### src/rtl/regdump_pkg.sv
// Shared types and constants for the register-file dump engine.
// REGDUMP_CHECKSUM_EN adds the CSUM state used by the trailing XOR checksum word.
package regdump_pkg;

    localparam int DEF_WIDTH      = 32;
    localparam int DEF_ADDR_WIDTH = 5;
    localparam int DEF_NUM        = 32;

    // Address tag of the checksum word; sliced down to ADDR_WIDTH by the user.
    localparam logic [31:0] CSUM_MARK = '1;

    typedef enum logic [2:0] {
        S_IDLE = 3'd0,
        S_READ = 3'd1,
        S_SEND = 3'd2,
`ifdef REGDUMP_CHECKSUM_EN
        S_CSUM = 3'd3,
`endif
        S_DONE = 3'd4
    } state_e;

endpackage

### src/rtl/regdump_xor_acc.sv
// XOR accumulator that folds accepted dump words into a running checksum.
// Only instantiated when REGDUMP_CHECKSUM_EN is defined.
module regdump_xor_acc #(
    parameter int WIDTH = 32
) (
    input  logic             clk,
    input  logic             rst,
    input  logic             clear,
    input  logic             en,
    input  logic [WIDTH-1:0] din,
    output logic [WIDTH-1:0] acc
);

    always_ff @(posedge clk or posedge rst) begin
        if (rst)
            acc <= '0;
        else if (clear)
            acc <= '0;
        else if (en)
            acc <= acc ^ din;
    end

endmodule

### src/rtl/regfile_dump_reader.sv
// Walks the register file read port over entries 0..NUM-1 and streams (addr, data) words.
// Define REGDUMP_CHECKSUM_EN to append an XOR checksum word tagged with an all-ones address.
module regfile_dump_reader
    import regdump_pkg::*;
#(
    parameter int WIDTH      = DEF_WIDTH,
    parameter int ADDR_WIDTH = DEF_ADDR_WIDTH,
    parameter int NUM        = DEF_NUM
) (
    input  logic                  clk,
    input  logic                  rst,
    input  logic                  start,
    output logic                  busy,
    output logic [ADDR_WIDTH-1:0] rf_raddr,
    input  logic [WIDTH-1:0]      rf_rdata,
    output logic                  dump_valid,
    input  logic                  dump_ready,
    output logic [ADDR_WIDTH-1:0] dump_addr,
    output logic [WIDTH-1:0]      dump_data,
    output logic                  done
);

    localparam int IDX_W = ADDR_WIDTH + 1;

    state_e           state_q, state_d;
    logic [IDX_W-1:0] idx_q;
    logic             hs;
    logic             last_reg;
    logic             csum_q;

    assign hs       = dump_valid & dump_ready;
    assign last_reg = (idx_q == IDX_W'(NUM - 1));

`ifdef REGDUMP_CHECKSUM_EN
    logic [WIDTH-1:0] acc;

    regdump_xor_acc #(.WIDTH(WIDTH)) u_acc (
        .clk   (clk),
        .rst   (rst),
        .clear (state_q == S_IDLE && start),
        .en    (state_q == S_SEND && hs && !csum_q),
        .din   (dump_data),
        .acc   (acc)
    );

    // Marks that the word in SEND is the checksum, so its handshake ends the dump.
    always_ff @(posedge clk or posedge rst) begin
        if (rst)
            csum_q <= 1'b0;
        else if (state_q == S_IDLE)
            csum_q <= 1'b0;
        else if (state_q == S_CSUM)
            csum_q <= 1'b1;
    end
`else
    assign csum_q = 1'b0;
`endif

    always_ff @(posedge clk or posedge rst) begin
        if (rst)
            state_q <= S_IDLE;
        else
            state_q <= state_d;
    end

    always_comb begin
        state_d = state_q;
        busy    = (state_q != S_IDLE);
        done    = (state_q == S_DONE);
        case (state_q)
            S_IDLE: if (start) state_d = S_READ;
            S_READ: state_d = S_SEND;
            S_SEND: begin
                if (hs) begin
                    if (csum_q)
                        state_d = S_DONE;
                    else if (!last_reg)
                        state_d = S_READ;
                    else
`ifdef REGDUMP_CHECKSUM_EN
                        state_d = S_CSUM;
`else
                        state_d = S_DONE;
`endif
                end
            end
`ifdef REGDUMP_CHECKSUM_EN
            S_CSUM: state_d = S_SEND;
`endif
            S_DONE: state_d = S_IDLE;
            default: state_d = S_IDLE;
        endcase
    end

    always_ff @(posedge clk or posedge rst) begin
        if (rst) begin
            idx_q      <= '0;
            rf_raddr   <= '0;
            dump_valid <= 1'b0;
            dump_addr  <= '0;
            dump_data  <= '0;
        end else begin
            case (state_q)
                S_IDLE: begin
                    if (start) begin
                        idx_q    <= '0;
                        rf_raddr <= '0;
                    end
                end
                S_READ: begin
                    dump_data  <= rf_rdata;
                    dump_addr  <= rf_raddr;
                    dump_valid <= 1'b1;
                end
                S_SEND: begin
                    if (hs) begin
                        dump_valid <= 1'b0;
                        if (!last_reg && !csum_q) begin
                            idx_q    <= idx_q + 1'b1;
                            rf_raddr <= ADDR_WIDTH'(idx_q + 1'b1);
                        end
                    end
                end
`ifdef REGDUMP_CHECKSUM_EN
                S_CSUM: begin
                    dump_addr  <= CSUM_MARK[ADDR_WIDTH-1:0];
                    dump_data  <= acc;
                    dump_valid <= 1'b1;
                end
`endif
                default: ;
            endcase
        end
    end

endmodule
### config.mk
export PLATFORM = sky130hd
export DESIGN_NAME = regfile_dump_reader
export DESIGN_NICKNAME = d
export VERILOG_FILES = /design/src/rtl/regdump_pkg.sv /design/src/rtl/regdump_xor_acc.sv /design/src/rtl/regfile_dump_reader.sv
export SDC_FILE = /design/constraint.sdc
export NUM_CORES = 1
export LEC_CHECK = 0
export ABC_AREA = 1
export BUFFER_PORTS_ARGS = -buffer_cell sky130_fd_sc_hd__buf_2
export CAP_MARGIN = 20
export CORE_MARGIN = 2
export CORE_UTILIZATION = 52
export CTS_CLUSTER_SIZE = 8
export DETAILED_ROUTE_END_ITERATION = 7
export HOLD_SLACK_MARGIN = 0.15
export PLACE_DENSITY = 0.84
export SETUP_SLACK_MARGIN = 0.15
export SYNTH_ARGS = -nofsm -noshare
export SYNTH_HDL_FRONTEND = slang
export SYNTH_SLANG_ARGS = --single-unit
export TNS_END_PERCENT = 5
### constraint.sdc
create_clock -name clk -period 2.9 [get_ports clk]
set_input_delay 0.58 -clock clk [delete_from_list [all_inputs] [get_ports clk]]
set_output_delay 0.58 -clock clk [all_outputs]
set_load 0.02 [all_outputs]
=== Yosys cells after proc, flatten, opt, wreduce, memory -nomap -nowiden ===
Index checks and enable logic that the tools add are counted.

* Add/sub/neg operators: 1
* Divide/modulo/power cells: 0
* Reduce and logical (&&, ||, !) cells: 7
* Bitwise operators: 1
* $mul: 0
* Multiplexer cells: 14
* Equality and inequality tests: 7
* Shift-type cells: 0
* Magnitude comparators: 0

{| class="wikitable"
|+ Operators with widths
! operator !! count
|-
| $mux 6 || 3
|-
| $mux 5 || 3
|-
| $pmux 6 s2 || 1
|-
| $pmux 5 s2 || 1
|-
| $mux 3 || 3
|-
| $pmux 3 s3 || 1
|-
| $add 6x1->6 const B || 1
|-
| $eq 6x5->1 const B || 1
|-
| $ne 2x2->1 const B || 3
|-
| $reduce_and 2->1 || 2
|-
| $reduce_and 4->1 || 1
|-
| $reduce_bool 2->1 || 2
|-
| $eq 3x1->1 const B || 1
|-
| $eq 3x2->1 const B || 1
|-
| $eq 3x3->1 const B || 1
|-
| $logic_not 3->1 || 1
|-
| $reduce_bool 3->1 || 1
|-
| $pmux 1 s2 || 1
|-
| $and 1x1->1 || 1
|-
| $mux 1 || 1
|}

* Latch bits: 0
* Memories: 0
* Output and inout port bits: 45
* Word-level logic and storage cells: 36
* Input port bits: 36
* Memory bits (read-only): 0
* Register bits after elaboration: 52
* RAM bits: 0

=== Depth between registers and ports, before layout ===
Gate-level depths: netlist of run 1.

* Depth in word-level cells: 4
* Gate-level depth with buffers: 9
* Depth with buffers taken out: 9

=== Worst setup path before layout of run 1 ===
Ideal clock, no wire load.

* Path kind: register to output
* Start point: reg state_q[1]
* End point: out done
* Arrival time: 0.918 ns
* Required time: 2.320 ns
* Setup slack: 1.402 ns
* Cell stages (with the launch flop): 2
* Path buffers: 0
* Cells stage by stage: dfrtp_1 -> nor3_1

* Cells in the longest elaborated chain, start to end: 1

{| class="wikitable"
|+ RTL lines
! element !! line !! RTL
|-
| from (decl) || regfile_dump_reader.sv:25 || <nowiki>state_e state_q, state_d;</nowiki>
|-
| from (signal assigned) || regfile_dump_reader.sv:63 || <nowiki>state_q <= state_d;</nowiki>
|-
| $eq 3x3->1 || regfile_dump_reader.sv:69 || <nowiki>done = (state_q == S_DONE);</nowiki>
|-
| to (decl) || regfile_dump_reader.sv:20 || <nowiki>output logic done</nowiki>
|}

Every way passes these cells.

=== Worst setup path in the final report of run 1 ===
* Start point: reg state_q[1]
* End point: out busy

* Cells in the longest elaborated chain, start to end: 1

{| class="wikitable"
|+ RTL lines
! element !! line !! RTL
|-
| $reduce_bool 3->1 || regfile_dump_reader.sv:68 || <nowiki>busy = (state_q != S_IDLE);</nowiki>
|-
| to (decl) || regfile_dump_reader.sv:13 || <nowiki>output logic busy,</nowiki>
|}

Every way passes these cells.

==> key figures, run 1 <==
Outcome
  • Run status: finished, final reports clean

Drt
  • DRT Wirelength: between 4 and 5 mm
  • Initial DRC Count: between 80 and 90
  • Total iterations of the first detailed-routing run: 4
  • Wire length per cell: between 10 and 15 um
  • DRC: 0
  • Via density: approximately 5.0
  • DR vias: ~1500
  • Antenna-violating nets left: 0

Synth
  • Unique masters post-synth: 21
  • Netlist Area Pre-Place: between 2000 and 2500 um^2
  • Post-synthesis instance total: 161
  • Most frequent cell after synthesis: dfrtp_1
  • Yosys reg bits: between 40 and 50
  • Sequential fraction of the synthesis area: between 50% and 60%
  • Synth top cells by count: 47 x dfrtp_1, 34 x mux2_4, 33 x nand2_1
  • Largest area contributor in the netlist: dfrtp_1
  • Number of synthesis warnings: 0
  • Proportion of netlist area held by the largest area contributor: 56.0%
  • Post-synthesis async set-or-reset flop share: between 90% and 100%
  • Synth top area cells: dfrtp_1 56%, mux2_4 24%, nand2_1 5.9%
  • Primary FF master, synth: dfrtp_1
  • Mapped Nets: slightly below 200
  • EDFF count, synth: 0
  • Synthesized area per cell: ~13 um^2

Layout
  • Nets: 278
  • Antenna diodes: 0
  • Final Util: around two thirds
  • Finished Cell Area: between 2000 and 3000 um^2
  • Share of layout cells above drive strength 1: between 50% and 60%
  • Syn-to-layout area delta: 23.7%
  • Post-route insts no fill: a little under 300
  • Fillers: 304

Timing
  • RSZ-0062 raised after global routing: false
  • TNS Setup: 0 ns
  • Min Tclk post-route: approximately 1.7 ns
  • Clk_skew: between 0.005 and 0.006 ns
  • Final setup viols: 0
  • Rel. slew slack: 34.1%
  • Final period utilization: about 60%
  • Final count of hold timing violations: 0
  • Hold_ws: 0.498 ns
  • Worst slew pin tran: 0.986 ns
  • Fmax: ~580 MHz
  • Fin. max-slew vios: 0

Worst hold path
  • Min-Delay Path Depth: 2
  • Min-delay src: dump_valid
  • Hold Path End: dump_valid
  • Min-Delay Path Class: register to register

Setup path
  • Worst path required time: about 2.3 ns
  • CP arrival: 1.15 ns
  • Setup crit end kind: output pin
  • CP Launch Point: state_q[1]
  • Flop2flop setup slack: around 1.3 ns
  • Crit path max fanout: 5
  • R2R cell count: 4
  • Worst setup SP type: register
  • Critical path class: register to output pin
  • R2r startpoint: state_q[1]
  • Critical R2R Capture: dump_data[22]

Clock tree
  • Clock tree from TritonCTS: done
  • CTS resizes: 0
  • Root Buffer: clkbuf_8
  • Number of setup buffers added after CTS: 0
  • Hold Buf Count CTS: 0
  • Clock Path Buffers: 2
  • CTS sink cnt: 47
  • CTS HTree Levels: 2
  • CTS clk-pin slew, worst paths: around 0.080 ns
  • Worst skew pair latency: 0.30 ns
  • CTS Buf Count: 5

Global routing
  • Initial antenna violation count: 0
  • Total GRT Usage: about a fifth
  • Largest net degree at the start of global routing: 48
  • Vias in the first global route: 1316
  • Global route overflow: 0
  • First-pass GRT wire length: roughly 6.1 mm

Floorplanning
  • Die H: roughly 68 um
  • Ports: roughly 80
  • Die area: around 4600 um^2
  • Placement Rows: 23
  • Die Wd: 67.5 um
  • CORE AREA: ~4000 um^2
  • Initial Utilization: 53.3%

Pwr
  • Pwr per Cell Area: about 1200 nW/um^2
  • Leakage: between 1 and 1.5 nW
  • VDD IR-drop max: about 440 uV

Placement
  • IO Port Bufs: 80
  • Placer Congestion: ~0.84
  • DP HPWL: 3.11 mm
  • Inst Count DP: 284
  • Placed instance area: 2500 um^2

Job
  • Max-Cap Viols: 0
==> worst max path at each step <==
stage | slack [ns] | cells past startpoint | to
2_1_floorplan | 1.20 | 1 | dump_addr[0]
3_3_place_gp | 1.38 | 4 | dump_data[22]
3_5_place_dp | 1.31 | 4 | dump_data[22]
4_1_cts | 1.16 | 3 | busy
5_1_grt | 1.09 | 2 | done
6_report | 1.17 | 3 | busy
==> report_power, final <==
group | switching, mW | internal [mW]
sequential | 0.171 | 0.936
combinational | 0.812 | 0.724
clock | 0.220 | 0.195
==> registers in the layout, summed over array words and instances, names as in the netlist <==
register    count
dump_addr       5
dump_data      32
dump_valid      1
idx_q           2
rf_raddr        4
state_q         3
==> critical path, stage by stage (launching register included) <==
cell,delay [ns]
dfrtp_1,0.44
nor2_1,0.15
nand2_1,0.10
buf_2,0.17
==> through the flow <==
step                      setup slack [ns]  power [mW]
after global routing                  1.09        3.23
after global placement                1.38        2.60
after CTS                             1.16        3.09
after floorplan                       1.20        2.26
after detailed placement              1.31        2.66
final                                 1.17        3.06
==> cells in the final DEF, fill, tap and decap left out <==
cell | netlist | layout
buf_2 | 0 | 80
dfrtp_1 | 47 | 47
mux2_4 | 34 | 34
nand2_1 | 33 | 33
nor2_1 | 10 | 10
clkbuf_8 | 0 | 6
inv_1 | 6 | 5
inv_2 | 3 | 4
o21ai_0 | 4 | 4
nand3_2 | 2 | 2
nor3b_1 | 2 | 2
nand3b_1 | 2 | 2
buf_4 | 6 | 2
nand3_1 | 1 | 1
o21bai_1 | 1 | 1
nand4_1 | 1 | 1
nor2_2 | 1 | 1
nand2_2 | 1 | 1
xor2_1 | 1 | 1
nor3_1 | 1 | 1
mux2_2 | 1 | 1
ha_1 | 1 | 1
clkinvlp_4 | 0 | 1
clkinv_4 | 0 | 1
==> cell families (layout without fill, tap and decap cells) <==
logic type	Yosys count	count (layout)	share of synthesized area, %
and+or+nand+nor	54	54	11.4
adders and majority gates	1	1	0.596
buffers and inverters	18	99	5.36
xor gates and xnor gates	1	1	0.417
AOI/OAI and AO/OA	5	5	1.31
DFF	47	47	56.0
muxes	35	35	24.9
==> per-layer routing <==
layer,GRT usage (%),share of wire (%)
met5,0,0
met4,6.89,1.2
met3,5.83,7.4
met2,28.6,47
met1,24.8,45
==> layout make-up <==
type	count	area, um^2	share of cell area, %
clock buffers	6	82.6	3.18
inverters	9	33.8	1.30
multi-input cells	96	811	31.2
repair buffers	82	415	16.0
well taps	50	62.6	2.41
clock inverters	2	16.3	0.626
flip-flops and latches	47	1180	45.3
(Power assumes the default switching activity.)
==> inputs of run 2 (changes only) <==
--- a/config.mk
+++ b/config.mk
@@ -9,11 +9,11 @@
 export BUFFER_PORTS_ARGS = -buffer_cell sky130_fd_sc_hd__buf_2
 export CAP_MARGIN = 20
 export CORE_MARGIN = 2
-export CORE_UTILIZATION = 52
+export CORE_UTILIZATION = 44
 export CTS_CLUSTER_SIZE = 8
 export DETAILED_ROUTE_END_ITERATION = 7
 export HOLD_SLACK_MARGIN = 0.15
-export PLACE_DENSITY = 0.84
+export PLACE_DENSITY = 0.76
 export SETUP_SLACK_MARGIN = 0.15
 export SYNTH_ARGS = -nofsm -noshare
 export SYNTH_HDL_FRONTEND = slang
==> constraint.sdc (replaced) <==
create_clock -name clk -period 1.45 [get_ports clk]
set_input_delay 0.29 -clock clk [delete_from_list [all_inputs] [get_ports clk]]
set_output_delay 0.29 -clock clk [all_outputs]
set_load 0.02 [all_outputs]
==> run 2 against run 1 <==
Total power increased by 120%. Clock skew up 0.0023 ns. Via count increased by 1.1%. Sequential cell count is the same. Final area increased by 8.8%. Global-route usage shrank 3.2 points.
==> key figures, run 2 (synthesis gave the netlist of run 1 again) <==
Outcome
  • Run status: finished, final reports clean

Layout
  • Fillers: between 300 and 400
  • Share of layout cells above drive strength 1: between 60% and 70%
  • Antenna diodes: 0
  • Regs by FF count: dump_data: 32 flops, dump_addr: 5 flops, rf_raddr: 4 flops
  • Number of flip-flops in the largest register: 32
  • Most frequent cells in the layout: 76 x buf_2, 45 x dfrtp_1, 34 x mux2_4
  • Multi-input logic area: 846 um^2
  • Largest register by flop count: dump_data
  • Nets: 289
  • Most common cell after layout, fill and taps aside: buf_2
  • Reg area: between 1000 and 1500 um^2
  • Syn-to-layout area delta: 34.6%

Worst hold path
  • Min-Delay Path Class: input pin to register
  • Hold Path End: dump_data[19]
  • Min-Delay Path Depth: 2
  • Min-delay src: rf_rdata[19]

Global routing
  • Total GRT Usage: between 10% and 20%
  • Vias in the first global route: 1348
  • Largest net degree at the start of global routing: 48
  • Initial antenna violation count: 0
  • First-pass GRT wire length: approximately 6.2 mm
  • Global route overflow: 0

Floorplanning
  • Ports: between 80 and 90
  • Placement Rows: 25
  • Die Wd: about 73 um
  • CORE AREA: ~4700 um^2
  • Die area: 5340 um^2
  • Initial Utilization: 45.0%
  • Die H: around 73 um

Timing
  • Final count of hold timing violations: 0
  • Worst slew pin tran: roughly 0.25 ns
  • RSZ-0062 raised after global routing: true
  • Hold_ws: about 0.21 ns
  • Rel. slew slack: between 80% and 90%
  • Fmax: 714 MHz
  • Fin. max-slew vios: 0
  • Final setup viols: 0
  • Clk_skew: 0.00767 ns
  • Min Tclk post-route: 1.40 ns
  • Final Worst Setup Slack: about 0.050 ns
  • Final period utilization: between 90% and 100%

Pwr
  • Clock power share: ~16%
  • Pwr per Cell Area: ~2400 nW/um^2
  • VDD IR-drop max: about 820 uV
  • Sequential cell fraction of total power: between 30% and 40%
  • Sw power: approximately 2.5 mW
  • Leakage: 1.54 nW
  • Gate power share: just over 50%
  • Internal: between 4 and 5 mW
  • Switching Fraction: between 30% and 40%

Drt
  • Wire length per cell: 13.7 um
  • Antenna-violating nets left: 0
  • Initial DRC Count: 45
  • DR vias: around 1500
  • Via density: about 4.8
  • Total iterations of the first detailed-routing run: 4
  • DRT Wirelength: between 4 and 5 mm
  • DRC: 0

Job
  • Max-Cap Viols: 0

Clock tree
  • CTS HTree Levels: 2
  • CTS Buf Count: 5
  • CTS sink cnt: 47
  • Root Buffer: clkbuf_8
  • Worst skew pair latency: about 0.30 ns
  • CTS clk-pin slew, worst paths: approximately 0.090 ns
  • Clock tree from TritonCTS: done
  • Clock Path Buffers: 2

Placement
  • IO Port Bufs: 80
  • Pre-CTS setup slack: 0.114 ns
  • Placer Congestion: roughly 0.84
  • DP HPWL: between 2 and 3 mm

Setup path
  • Setup crit end kind: register
  • Flop2flop setup slack: 0.05 ns
  • Critical R2R Capture: dump_data[30]
  • Crit path max fanout: 21
  • CP arrival: 1.58 ns
  • Critical path class: register to register
  • Worst path required time: 1.63 ns
  • Worst setup SP type: register
  • R2R cell count: 5
  • R2r startpoint: state_q[1]
[run 2: metal layers]
layer / routed length, um / global-route usage, % / vias up / share of wire [%]
met3: 281 / 5.66 / 5 / 6.7
met1: 1830 / 19.7 / 707 / 44
li1: - / - / 706 / -
met5: 0 / 0 / - / 0
met2: 2050 / 23.9 / 50 / 49
met4: 38 / 5.56 / 0 / 0.90
[run 2: worst max path at each step]
| stage | start | end | slack (ns) |
|---|---|---|---|
| after floorplan | rf_raddr[0] | idx_q[5] | 0.21 |
| after detailed placement | rf_raddr[0] | rf_raddr[2] | 0.11 |
| after global routing | state_q[0] | busy | -0.01 |
| final | state_q[1] | dump_data[30] | 0.05 |
| after global placement | rf_raddr[0] | rf_raddr[3] | 0.18 |
| after CTS | state_q[1] | busy | 0.05 |
[run 2: power groups by stage]
stage / logic (mW) / clock network [mW] / registers [mW]
floorplan: 1.70 / 0 / 2.82
global placement: 3.18 / 0 / 2.16
detailed placement: 3.18 / 0 / 2.20
CTS: 3.36 / 1.14 / 2.17
global route: 3.73 / 1.21 / 2.24
finish: 3.52 / 1.12 / 2.18
[run 2: worst max-delay path, cell delays in order, from the launching register on]
cell and delay (ns):
dfrtp_2 0.45, buf_4 0.15, inv_2 0.04, nand3_2 0.12
buf_12 0.21, mux2_4 0.30
[run 2: cell type report]
class	instances	area share, %
Clock buffer	6	2.57
Clock inverter	2	2.13
Inverter	9	1.33
Multi-Input combinational cell	96	29.9
Sequential cell	47	41.7
Tap cell	54	2.39
Timing Repair Buffer	93	19.9
[run 2: metrics by stage]
step           total power, mW  area [um^2]  utilization, %  TNS, ns  cells
3_3_place_gp              5.33         2570            55.1        0    291
6_report                  6.81         2830            60.6        0    307
2_1_floorplan             4.52         2100               -        0    161
5_1_grt                   7.18         2830            60.6  -0.0445    307
3_5_place_dp              5.38         2570            55.1        0    291
4_1_cts                   6.67         2760            59.2        0    306
[run 2: what timing repair did]
item | in CTS | in global routing
pin swaps | 2 | 7
endpoints found under the setup margin | 10 | 48
hold buffers | 1 | 0
gates resized for setup | 2 | 21
hold endpoints to repair | 47 | 0
setup buffers | 6 | 1
cloned | 0 | 0
==> inputs of run 3 (changes only) <==
--- a/config.mk
+++ b/config.mk
@@ -12,9 +12,11 @@
 export CORE_UTILIZATION = 44
 export CTS_CLUSTER_SIZE = 8
 export DETAILED_ROUTE_END_ITERATION = 7
+export GPL_TIMING_DRIVEN = 0
 export HOLD_SLACK_MARGIN = 0.15
 export PLACE_DENSITY = 0.76
 export SETUP_SLACK_MARGIN = 0.15
+export SKIP_LAST_GASP = 1
 export SYNTH_ARGS = -nofsm -noshare
 export SYNTH_HDL_FRONTEND = slang
 export SYNTH_SLANG_ARGS = --single-unit
==> run 3 against run 2 <==
Sequential share of layout area down 0.56 points. Sequential cell count stayed put. Maximum frequency up 1.1%. Sequential power barely moved. Highest routed layer unchanged. Combinational power decreased by 2%. Total power decreased by 2.5%.
==> key figures, run 3 (synthesis gave the netlist of run 1 again) <==
Placement
  • Placed instance area: around 2600 um^2
  • DP HPWL: approximately 2.8 mm
  • Inst Count DP: slightly below 300
  • Pre-CTS setup slack: approximately 0.06 ns
  • IO Port Bufs: 80
  • Placer Congestion: ~0.74

Floorplanning
  • Die Wd: roughly 73 um
  • CORE AREA: around 4700 um^2
  • Die area: roughly 5300 um^2
  • Die H: ~73 um
  • Placement Rows: 25
  • Initial Utilization: 45.0%
  • Ports: between 80 and 90

Setup path
  • Worst path required time: between 1 and 1.5 ns
  • Worst setup SP type: register
  • Flop2flop setup slack: approximately 0.08 ns
  • R2r startpoint: state_q[0]
  • Critical R2R Capture: dump_data[25]
  • CP arrival: approximately 1.1 ns
  • Setup crit end kind: output pin
  • Crit path max fanout: 4
  • Critical path class: register to output pin
  • R2R cell count: 4

Clock tree
  • Clock tree from TritonCTS: done
  • Clock Path Buffers: 2
  • Worst skew pair latency: about 0.29 ns
  • CTS HTree Levels: 2
  • CTS clk-pin slew, worst paths: around 0.080 ns
  • Root Buffer: clkbuf_8
  • CTS sink cnt: between 40 and 50
  • CTS Buf Count: 5

Worst hold path
  • Min-Delay Path Depth: 2
  • Hold Path End: dump_data[31]
  • Min-delay src: rf_rdata[31]
  • Min-Delay Path Class: input pin to register

Global routing
  • Total GRT Usage: 15.5%
  • First-pass GRT wire length: 6.38 mm
  • Vias in the first global route: around 1400
  • Largest net degree at the start of global routing: 48
  • Initial antenna violation count: 0
  • Global route overflow: 0

Layout
  • Number of flip-flops in the largest register: 32
  • Post-route insts no fill: ~310
  • Regs by FF count: dump_data: 32 flops, dump_addr: 5 flops, rf_raddr: 4 flops
  • Share of layout cells above drive strength 1: between 60 and 70%
  • Most frequent cells in the layout: 76 x buf_2, 44 x dfrtp_1, 34 x mux2_4
  • Largest register by flop count: dump_data
  • Most common cell after layout, fill and taps aside: buf_2
  • Nets: around 300
  • Final Util: 61.5%
  • Antenna diodes: 0
  • Syn-to-layout area delta: 36.5%
  • Finished Cell Area: between 2000 and 3000 um^2

Drt
  • Wire length per cell: between 10 and 15 um
  • Antenna-violating nets left: 0
  • Initial DRC Count: 76
  • Total iterations of the first detailed-routing run: 4
  • DR vias: ~1500
  • DRT Wirelength: 4.11 mm
  • DRC: 0
  • Via density: ~4.7

Pwr
  • Clock power share: between 10% and 20%
  • Pwr Total: ~6.6 mW
  • Internal: ~4.2 mW
  • Switching Fraction: around 37%
  • Sequential cell fraction of total power: 33.3%
  • Gate power share: 52.2%
  • Leakage: between 1.5 and 2 nW
  • VDD IR-drop max: 802 uV
  • Sw power: ~2.5 mW
  • Pwr per Cell Area: approximately 2300 nW/um^2

Timing
  • Min Tclk post-route: roughly 1.4 ns
  • Rel. slew slack: between 70% and 80%
  • Fin. max-slew vios: 0
  • Clk_skew: 0.00488 ns
  • Worst slew pin tran: around 0.32 ns
  • Final setup viols: 0
  • Hold_ws: around 0.23 ns
  • Final Worst Setup Slack: 0.0654 ns
  • TNS Setup: 0 ns
  • Fmax: ~720 MHz
  • Final period utilization: 95.5%
  • Final count of hold timing violations: 0
  • RSZ-0062 raised after global routing: true

Job
  • Max-Cap Viols: 0

Outcome
  • Run status: finished, final reports clean
[run 3: cell types whose count changed in the layout (fill, tap and decap cells not counted), sizes merged]
cell | previous run | this run
buf | 92 | 98
bufinv | 2 | 1
clkinv | 0 | 1
[run 3: worst max-delay path by stage]
stage	start	to	slack (ns)	cells after the start
2_1_floorplan	rf_raddr[0]	idx_q[5]	0.21	9
3_3_place_gp	rf_raddr[0]	idx_q[4]	0.04	8
3_5_place_dp	rf_raddr[0]	rf_raddr[3]	0.06	8
4_1_cts	state_q[0]	done	0.07	2
5_1_grt	state_q[0]	done	-0.004	2
6_report	rf_raddr[1]	rf_raddr[1]	0.07	3
[run 3: per-layer routing]
metal / global-route usage [%] / part of all wire (%)
met2: 24.1 / 47
met3: 5.11 / 6.7
met4: 4.94 / 0.56
met1: 20.6 / 46
met5: 0 / 0
[run 3: repair_timing]
item / CTS / global route
endpoints found under the setup margin: 19 / 49
hold buffers: 0 / 1
hold endpoints to repair: 0 / 13
resized for setup: 4 / 21
pin swaps: 4 / 8
setup buffers: 4 / 4
[run 3: layout make-up]
| cell class | instances | area, um^2 |
|---|---|---|
| repair buffers | 90 | 519 |
| inverters | 9 | 37.5 |
| flip-flops and latches | 47 | 1180 |
| plain buffers | 9 | 86.3 |
| fillers | 390 | 1790 |
| clock buffers | 6 | 82.6 |
| well taps | 54 | 67.6 |
| multi-input cells | 96 | 858 |
| clock inverters | 2 | 35.0 |
[run 3: critical path, cell delays in order (launching register included)]
cell and delay [ns]:
dfrtp_2 0.45, buf_6 0.13, buf_6 0.10, buf_6 0.12
[run 3: power by group through the flow]
| stage | Clock, mW | Sequential, mW | Combinational (mW) |
|---|---|---|---|
| after floorplan | 0 | 2.82 | 1.70 |
| after global placement | 0 | 2.17 | 3.14 |
| after detailed placement | 0 | 2.22 | 3.17 |
| after CTS | 0.994 | 2.18 | 3.31 |
| after global routing | 1.06 | 2.28 | 3.70 |
| final | 0.964 | 2.21 | 3.46 |
